===== src/rtl/multicycle_ctrl.sv =====
// Multicycle CPU sequencer: steps FETCH/DECODE/EXEC/MEM/WB and drives datapath selects, ALU op and memory handshake.
// Latency: outputs decode combinationally from the registered state (plus mem_ack, opcode, func, zero); state advances once per clk.
// Backpressure: mem_req/iord/mem_we held until mem_ack; a wait longer than TIMEOUT cycles traps (sticky until rst).
//
// Ports: clk, rst (sync, active-high); opcode/func/zero from datapath; mem_ack from memory;
//        mem_req/mem_we/iord to memory; ir_write, pc_write, pc_source, alu_src_a/b, alu_control,
//        reg_write, reg_dst, mem_to_reg to datapath; retire/illegal/state for status and debug.
module multicycle_ctrl #(
    parameter int unsigned TIMEOUT = 255
) (
    input  logic       clk,
    input  logic       rst,
    input  logic [5:0] opcode,
    input  logic [5:0] func,
    input  logic       zero,
    input  logic       mem_ack,
    output logic       mem_req,
    output logic       mem_we,
    output logic       iord,
    output logic       ir_write,
    output logic       pc_write,
    output logic [1:0] pc_source,
    output logic       alu_src_a,
    output logic [1:0] alu_src_b,
    output logic [3:0] alu_control,
    output logic       reg_write,
    output logic       reg_dst,
    output logic       mem_to_reg,
    output logic       retire,
    output logic       illegal,
    output logic [3:0] state
);

    typedef enum logic [3:0] {
        S_FETCH    = 4'd0,
        S_DECODE   = 4'd1,
        S_MEM_ADDR = 4'd2,
        S_MEM_RD   = 4'd3,
        S_MEM_WR   = 4'd4,
        S_WB_MEM   = 4'd5,
        S_EXEC_R   = 4'd6,
        S_WB_R     = 4'd7,
        S_EXEC_I   = 4'd8,
        S_WB_I     = 4'd9,
        S_BRANCH   = 4'd10,
        S_JUMP     = 4'd11,
        S_TRAP     = 4'd15
    } state_t;

    state_t     cur;
    state_t     nxt;
    logic [7:0] wait_cnt;
    logic       waiting;
    logic       timed_out;

    // A memory state without ack this cycle counts as one wait cycle.
    assign waiting   = ((cur == S_FETCH) || (cur == S_MEM_RD) || (cur == S_MEM_WR)) && !mem_ack;
    // Ack in the same cycle beats the timeout, because waiting already excludes it.
    assign timed_out = waiting && (({1'b0, wait_cnt} + 9'd1) == 9'(TIMEOUT));

    always_comb begin
        nxt         = cur;
        mem_req     = 1'b0;
        mem_we      = 1'b0;
        iord        = 1'b0;
        ir_write    = 1'b0;
        pc_write    = 1'b0;
        pc_source   = 2'b00;
        alu_src_a   = 1'b0;
        alu_src_b   = 2'b00;
        alu_control = 4'b0000;
        reg_write   = 1'b0;
        reg_dst     = 1'b0;
        mem_to_reg  = 1'b0;
        retire      = 1'b0;
        illegal     = 1'b0;
        state       = 4'd0;
        // Reset forces every output low; nxt is ignored by the register under reset.
        if (!rst) begin
            state = cur;
            case (cur)
                S_FETCH: begin
                    mem_req   = 1'b1;
                    alu_src_b = 2'b01;
                    if (mem_ack) begin
                        ir_write = 1'b1;
                        pc_write = 1'b1;
                        nxt      = S_DECODE;
                    end else if (timed_out) begin
                        nxt = S_TRAP;
                    end
                end
                S_DECODE: begin
                    alu_src_b = 2'b11;
                    case (opcode)
                        6'b000000:                    nxt = S_EXEC_R;
                        6'b100011, 6'b101011:         nxt = S_MEM_ADDR;
                        6'b000100, 6'b000101:         nxt = S_BRANCH;
                        6'b000010:                    nxt = S_JUMP;
                        6'b001000, 6'b001001, 6'b001100, 6'b001101,
                        6'b001110, 6'b001010, 6'b001011, 6'b001111:
                                                      nxt = S_EXEC_I;
                        default:                      nxt = S_TRAP;
                    endcase
                end
                S_EXEC_R: begin
                    alu_src_a = 1'b1;
                    nxt       = S_WB_R;
                    case (func)
                        6'b100000, 6'b100001: alu_control = 4'b0000;
                        6'b100010, 6'b100011: alu_control = 4'b0001;
                        6'b100100:            alu_control = 4'b0010;
                        6'b100101:            alu_control = 4'b0011;
                        6'b100110:            alu_control = 4'b0100;
                        6'b100111:            alu_control = 4'b1010;
                        6'b101010:            alu_control = 4'b1000;
                        6'b101011:            alu_control = 4'b1001;
                        6'b000000:            alu_control = 4'b0101;
                        6'b000010:            alu_control = 4'b0110;
                        6'b000011:            alu_control = 4'b0111;
                        6'b000100:            alu_control = 4'b1011;
                        6'b000110:            alu_control = 4'b1100;
                        6'b000111:            alu_control = 4'b1101;
                        default:              nxt = S_TRAP;
                    endcase
                end
                S_WB_R: begin
                    reg_write = 1'b1;
                    reg_dst   = 1'b1;
                    retire    = 1'b1;
                    nxt       = S_FETCH;
                end
                S_EXEC_I: begin
                    alu_src_a = 1'b1;
                    alu_src_b = 2'b10;
                    nxt       = S_WB_I;
                    case (opcode)
                        6'b001100: alu_control = 4'b0010;
                        6'b001101: alu_control = 4'b0011;
                        6'b001110: alu_control = 4'b0100;
                        6'b001010: alu_control = 4'b1000;
                        6'b001011: alu_control = 4'b1001;
                        6'b001111: alu_control = 4'b1110;
                        default:   alu_control = 4'b0000;
                    endcase
                end
                S_WB_I: begin
                    reg_write = 1'b1;
                    retire    = 1'b1;
                    nxt       = S_FETCH;
                end
                S_MEM_ADDR: begin
                    alu_src_a = 1'b1;
                    alu_src_b = 2'b10;
                    nxt       = (opcode == 6'b101011) ? S_MEM_WR : S_MEM_RD;
                end
                S_MEM_RD: begin
                    mem_req = 1'b1;
                    iord    = 1'b1;
                    if (mem_ack)        nxt = S_WB_MEM;
                    else if (timed_out) nxt = S_TRAP;
                end
                S_WB_MEM: begin
                    reg_write  = 1'b1;
                    mem_to_reg = 1'b1;
                    retire     = 1'b1;
                    nxt        = S_FETCH;
                end
                S_MEM_WR: begin
                    mem_req = 1'b1;
                    mem_we  = 1'b1;
                    iord    = 1'b1;
                    if (mem_ack) begin
                        retire = 1'b1;
                        nxt    = S_FETCH;
                    end else if (timed_out) begin
                        nxt = S_TRAP;
                    end
                end
                S_BRANCH: begin
                    alu_src_a   = 1'b1;
                    alu_control = 4'b0001;
                    pc_source   = 2'b01;
                    // opcode[0] distinguishes BNE (000101) from BEQ (000100).
                    pc_write    = opcode[0] ? !zero : zero;
                    retire      = 1'b1;
                    nxt         = S_FETCH;
                end
                S_JUMP: begin
                    pc_write  = 1'b1;
                    pc_source = 2'b10;
                    retire    = 1'b1;
                    nxt       = S_FETCH;
                end
                S_TRAP: begin
                    illegal = 1'b1;
                end
                default: begin
                    nxt = S_TRAP;
                end
            endcase
        end
    end

    always_ff @(posedge clk) begin
        if (rst) begin
            cur      <= S_FETCH;
            wait_cnt <= 8'd0;
        end else begin
            cur <= nxt;
            // Count only consecutive wait cycles; any ack or non-memory state
            // leaves it at zero, so every memory state is entered with a clear count.
            if (waiting) wait_cnt <= wait_cnt + 8'd1;
            else         wait_cnt <= 8'd0;
        end
    end

endmodule


===== config.mk =====
export PLATFORM = sky130hd
export DESIGN_NAME = multicycle_ctrl
export DESIGN_NICKNAME = d
export VERILOG_FILES = /design/src/rtl/multicycle_ctrl.sv
export SDC_FILE = /design/constraint.sdc
export NUM_CORES = 1
export LEC_CHECK = 0
export BUFFER_PORTS_ARGS = -buffer_cell sky130_fd_sc_hd__buf_2
export CAP_MARGIN = 0
export CORE_UTILIZATION = 40
export CTS_CLUSTER_DIAMETER = 40
export DETAILED_ROUTE_END_ITERATION = 10
export PLACE_DENSITY = 0.73
export SLEW_MARGIN = 10
export SYNTH_ARGS = -nofsm -noshare
export SYNTH_HDL_FRONTEND = slang
export SYNTH_SLANG_ARGS = --single-unit

===== constraint.sdc =====
create_clock -name clk -period 4.7 [get_ports clk]
set_clock_uncertainty 0.1 [all_clocks]
set_input_delay 0.47 -clock clk [delete_from_list [all_inputs] [get_ports clk]]
set_output_delay 0.47 -clock clk [all_outputs]
set_load 0.02 [all_outputs]

==> impl_results.rst <==
.. list-table::
   :header-rows: 1

   * - Metric
     - Value
   * - Netlist area before placement
     - 1350 µm²
   * - CTS root buf
     - sky130_fd_sc_hd__clkbuf_4
   * - Largest net degree at the start of global routing
     - 22
   * - Post-Syn Area per Cell
     - 6.87 µm²
   * - Global placer's final weighted congestion
     - 0.824
   * - Number of remaining DRC errors
     - 0
   * - Level count of the clock H-tree
     - 1
   * - Number of resized instances in the post-cts repair step
     - 0
   * - Largest fanout on the critical path
     - 20
   * - Wire length per cell after detailed routing
     - 11.7 µm
   * - Headroom to the max-slew limit
     - 51.8%
   * - Hold-fix buffers at CTS
     - 0
   * - Overall global routing resource usage
     - 17.8%
   * - Hold slack final
     - 0.424 ns
   * - # nets final
     - 245
   * - Starting DRC count in detailed routing
     - 75
   * - Count of buffers inserted at the top-level ports
     - 38
   * - Proportion of layout cells with a drive suffix above 1
     - 24.8%
   * - Vias in the first global route
     - 1,203
   * - Endpoint arrival time on the critical path
     - 2.17 ns
   * - Placeable Area
     - 3130 µm²
   * - Prevailing post-synth register cell
     - sky130_fd_sc_hd__dfxtp_1
   * - Unrepaired setup endpoints after global routing
     - no
   * - Fin. Hold Viols
     - 0
   * - Num Clock Sinks
     - 12
   * - Number of placed cells counting well taps
     - 266
   * - Count of fill cells added during filler insertion
     - 341
   * - Max-capacitance violation count
     - 0
   * - Post-Synthesis Cells
     - 197
   * - Total half-perimeter wirelength after legalization and detailed placement
     - 2320 µm
   * - Yosys warning count
     - 0
   * - Proportion of total power due to net switching
     - 49.9%
   * - CTS max path bufs
     - 2
   * - Peak clock frequency supported by timing
     - 365 MHz
   * - Transition time of the tightest slew-check pin
     - 0.722 ns
   * - Count of flip-flops with a built-in enable after synthesis
     - 0
   * - Fraction of power consumed by the clock network
     - 14.7%
   * - Clock network latency to the later pin of the worst-skew pair
     - 0.28 ns
   * - Count of state elements after synthesis
     - 12
   * - Final setup violating endpoints
     - 0
   * - Combined buffer and inverter count along the critical path
     - 2
   * - Min-delay worst type
     - reg2reg
   * - Starting density of the core
     - 43.2%
   * - Standard-cell rows
     - 20
   * - Ordered cell list for the critical path
     - inv_6 -> nor4_1 -> a32oi_1 -> nor2_1 -> buf_2
   * - Total wirelength of the detailed-routed design
     - 3170 µm
   * - IR drop worst, VDD
     - 126 µV
   * - P per Cell Area
     - 374 nW/µm²
   * - Total Negative Setup Slacks
     - 0 ns
   * - Fin crit period
     - 2.74 ns
   * - DR vias
     - 1,457
   * - TritonCTS clock tree
     - yes
   * - Number of nets still failing antenna checks after routing
     - 0
   * - Ratio of final minimum period to clock period
     - 58.2%
   * - Number of buffers created by CTS
     - 3
   * - Non-filler cells, final
     - 270
   * - Die outline height
     - 60.2 µm
   * - Detailed Routing Iterations Pass 1
     - 4
   * - Final count of pins violating max slew
     - 0
   * - Required time of the worst setup path
     - 4.13 ns
   * - Clock transition time at the flip-flop clock pins of the worst setup and hold paths
     - 0.08 ns
   * - Die width
     - 60.2 µm
   * - Top delay family on crit path
     - flip-flops
   * - Slowest stage cell on the critical path
     - sky130_fd_sc_hd__dfxtp_1
   * - Internal power summed over all cells
     - 0.286 mW
   * - I/O pin total
     - 39
   * - Layout-stage area growth over the synthesis result
     - 12.9%
   * - Status
     - completed
   * - Final global-route overflow total
     - 0
   * - Sequential cell fraction of total power
     - 32.3%
   * - Delay contributed by the slowest stage of the critical path
     - 0.79 ns
   * - Number of buffers inserted by post-CTS setup repair
     - 0
   * - Net count after synthesis
     - 215
   * - Endpoint type of the worst setup path
     - output port
   * - Ant. Diodes
     - 0
   * - Share of synthesized registers carrying an async set or reset
     - 0%
   * - P_sw
     - 0.285 mW
   * - Initial antenna violation count
     - 0
   * - Kind of start point of the critical path
     - register
   * - Distinct cell type count after synthesis
     - 50
   * - Sequential fraction of the synthesis area
     - 17.8%
   * - Leakage component of the power
     - 0.617 nW
   * - Die footprint
     - 3620 µm²
   * - Part of the total power dissipated in combinational logic
     - 53.0%
   * - Critical path start-end classification
     - reg2out
   * - Wire length of the first global-routing pass
     - 5100 µm
   * - Via/cell ratio
     - 5.40
per-stage QoR:
step | utilization, % | power (mW) | cell area, µm² | setup WS (ns)
6_report | 48.8 | 0.571 | 1530 | 1.96
5_1_grt | 48.8 | 0.616 | 1530 | 1.76
4_1_cts | 48.8 | 0.570 | 1530 | 1.99
3_5_place_dp | 47.6 | 0.486 | 1490 | 2.31
3_3_place_gp | 47.6 | 0.487 | 1490 | 2.37
2_1_floorplan | - | 0.437 | 1350 | 2.38
synthesized netlist by cell type (all sizes together) (2+ instances only):
cell,count,area (µm²)
a21oi,15,75.1
a22o,2,17.5
a31o,2,17.5
a31oi,3,18.8
a32oi,2,17.5
and4b,2,20.0
buf,3,30.0
clkbuf,10,77.6
dfxtp,12,240
ha,2,25.0
inv,7,31.3
mux2i,2,20.0
nand2,14,52.6
nand2b,4,25.0
nand3,6,35.0
nand4b,2,17.5
nor2,40,150
nor2b,6,37.5
nor3,13,65.1
nor4,2,27.5
o21ai,13,65.1
o22a,2,18.8
or2,2,12.5
or2b,2,17.5
or3,3,18.8
or4,2,15.0
xnor2,6,52.6
xor2,3,26.3
sequential cells by signal (all words and copies together), names as in the netlist:
register	cells
wait_cnt	8
cur	4
cells by family (layout without fill, tap and decap cells):
family / Yosys count / count (layout) / share of synthesized area [%]
compound gates: 50 / 50 / 23.5
xor+xnor: 9 / 9 / 5.83
fa+ha+maj: 2 / 2 / 1.85
buf+inv: 20 / 49 / 10.3
flops: 12 / 12 / 17.8
mux: 2 / 2 / 1.48
simple gates: 102 / 102 / 39.3
per-layer routing:
layer | vias to the layer above | track usage, % | part of all wire [%]
li1 | 760 | - | -
met1 | 664 | 24.9 | 50
met2 | 30 | 29.4 | 46
met3 | 3 | 0.649 | 2.8
met4 | 0 | 4.98 | 0.79
met5 | - | 0 | 0
power by group through the flow:
stage          logic (mW)  clock network, mW  registers [mW]
2_1_floorplan       0.304                  0           0.133
3_3_place_gp        0.302                  0           0.185
3_5_place_dp        0.301                  0           0.185
4_1_cts             0.302             0.0860           0.183
5_1_grt             0.336             0.0901           0.190
6_report            0.303             0.0839           0.184
layout make-up:
type,count,area (µm²),area share [%]
Tap cell,44,55.1,3.61
Multi-Input combinational cell,165,973,63.8
Clock buffer,4,36.3,2.38
Sequential cell,12,240,15.7
Inverter,7,31.3,2.05
Timing Repair Buffer,38,190,12.5
path summary, 6_finish.rpt:
kind / cells after the start / slack, ns / end / startpoint
hold / removal: 1 / 0.42 / wait_cnt[0]$_SDFF_PP0_ / wait_cnt[0]$_SDFF_PP0_
setup / recovery: 5 / 1.96 / alu_control[1] / cur[3]$_SDFFE_PP0P_
setup reg to reg: 6 / 2.55 / cur[0]$_SDFFE_PP0P_ / cur[2]$_SDFFE_PP0P_
hold reg to reg: 1 / 0.42 / wait_cnt[0]$_SDFF_PP0_ / wait_cnt[0]$_SDFF_PP0_
placed cells by master (no fill, tap or decap), types with 2 or more instances in the layout:
master and n:
sky130_fd_sc_hd__nand3_1 5, sky130_fd_sc_hd__nor2_1 40, sky130_fd_sc_hd__or4_1 2, sky130_fd_sc_hd__a21oi_1 15, sky130_fd_sc_hd__or3_1 3, sky130_fd_sc_hd__a31o_2 2
sky130_fd_sc_hd__and4b_1 2, sky130_fd_sc_hd__nor2b_1 6, sky130_fd_sc_hd__xor2_1 3, sky130_fd_sc_hd__xnor2_1 6, sky130_fd_sc_hd__nand2_1 14, sky130_fd_sc_hd__inv_1 6
sky130_fd_sc_hd__buf_2 38, sky130_fd_sc_hd__or2b_2 2, sky130_fd_sc_hd__nor3_1 13, sky130_fd_sc_hd__a32oi_1 2, sky130_fd_sc_hd__nand4b_1 2, sky130_fd_sc_hd__or2_2 2
sky130_fd_sc_hd__a31oi_1 3, sky130_fd_sc_hd__a22o_1 2, sky130_fd_sc_hd__nand2b_1 4, sky130_fd_sc_hd__mux2i_1 2, sky130_fd_sc_hd__ha_1 2, sky130_fd_sc_hd__dfxtp_1 12
sky130_fd_sc_hd__o21ai_0 12, sky130_fd_sc_hd__clkbuf_4 3
Note: power is estimated with default switching activity, not from simulation.
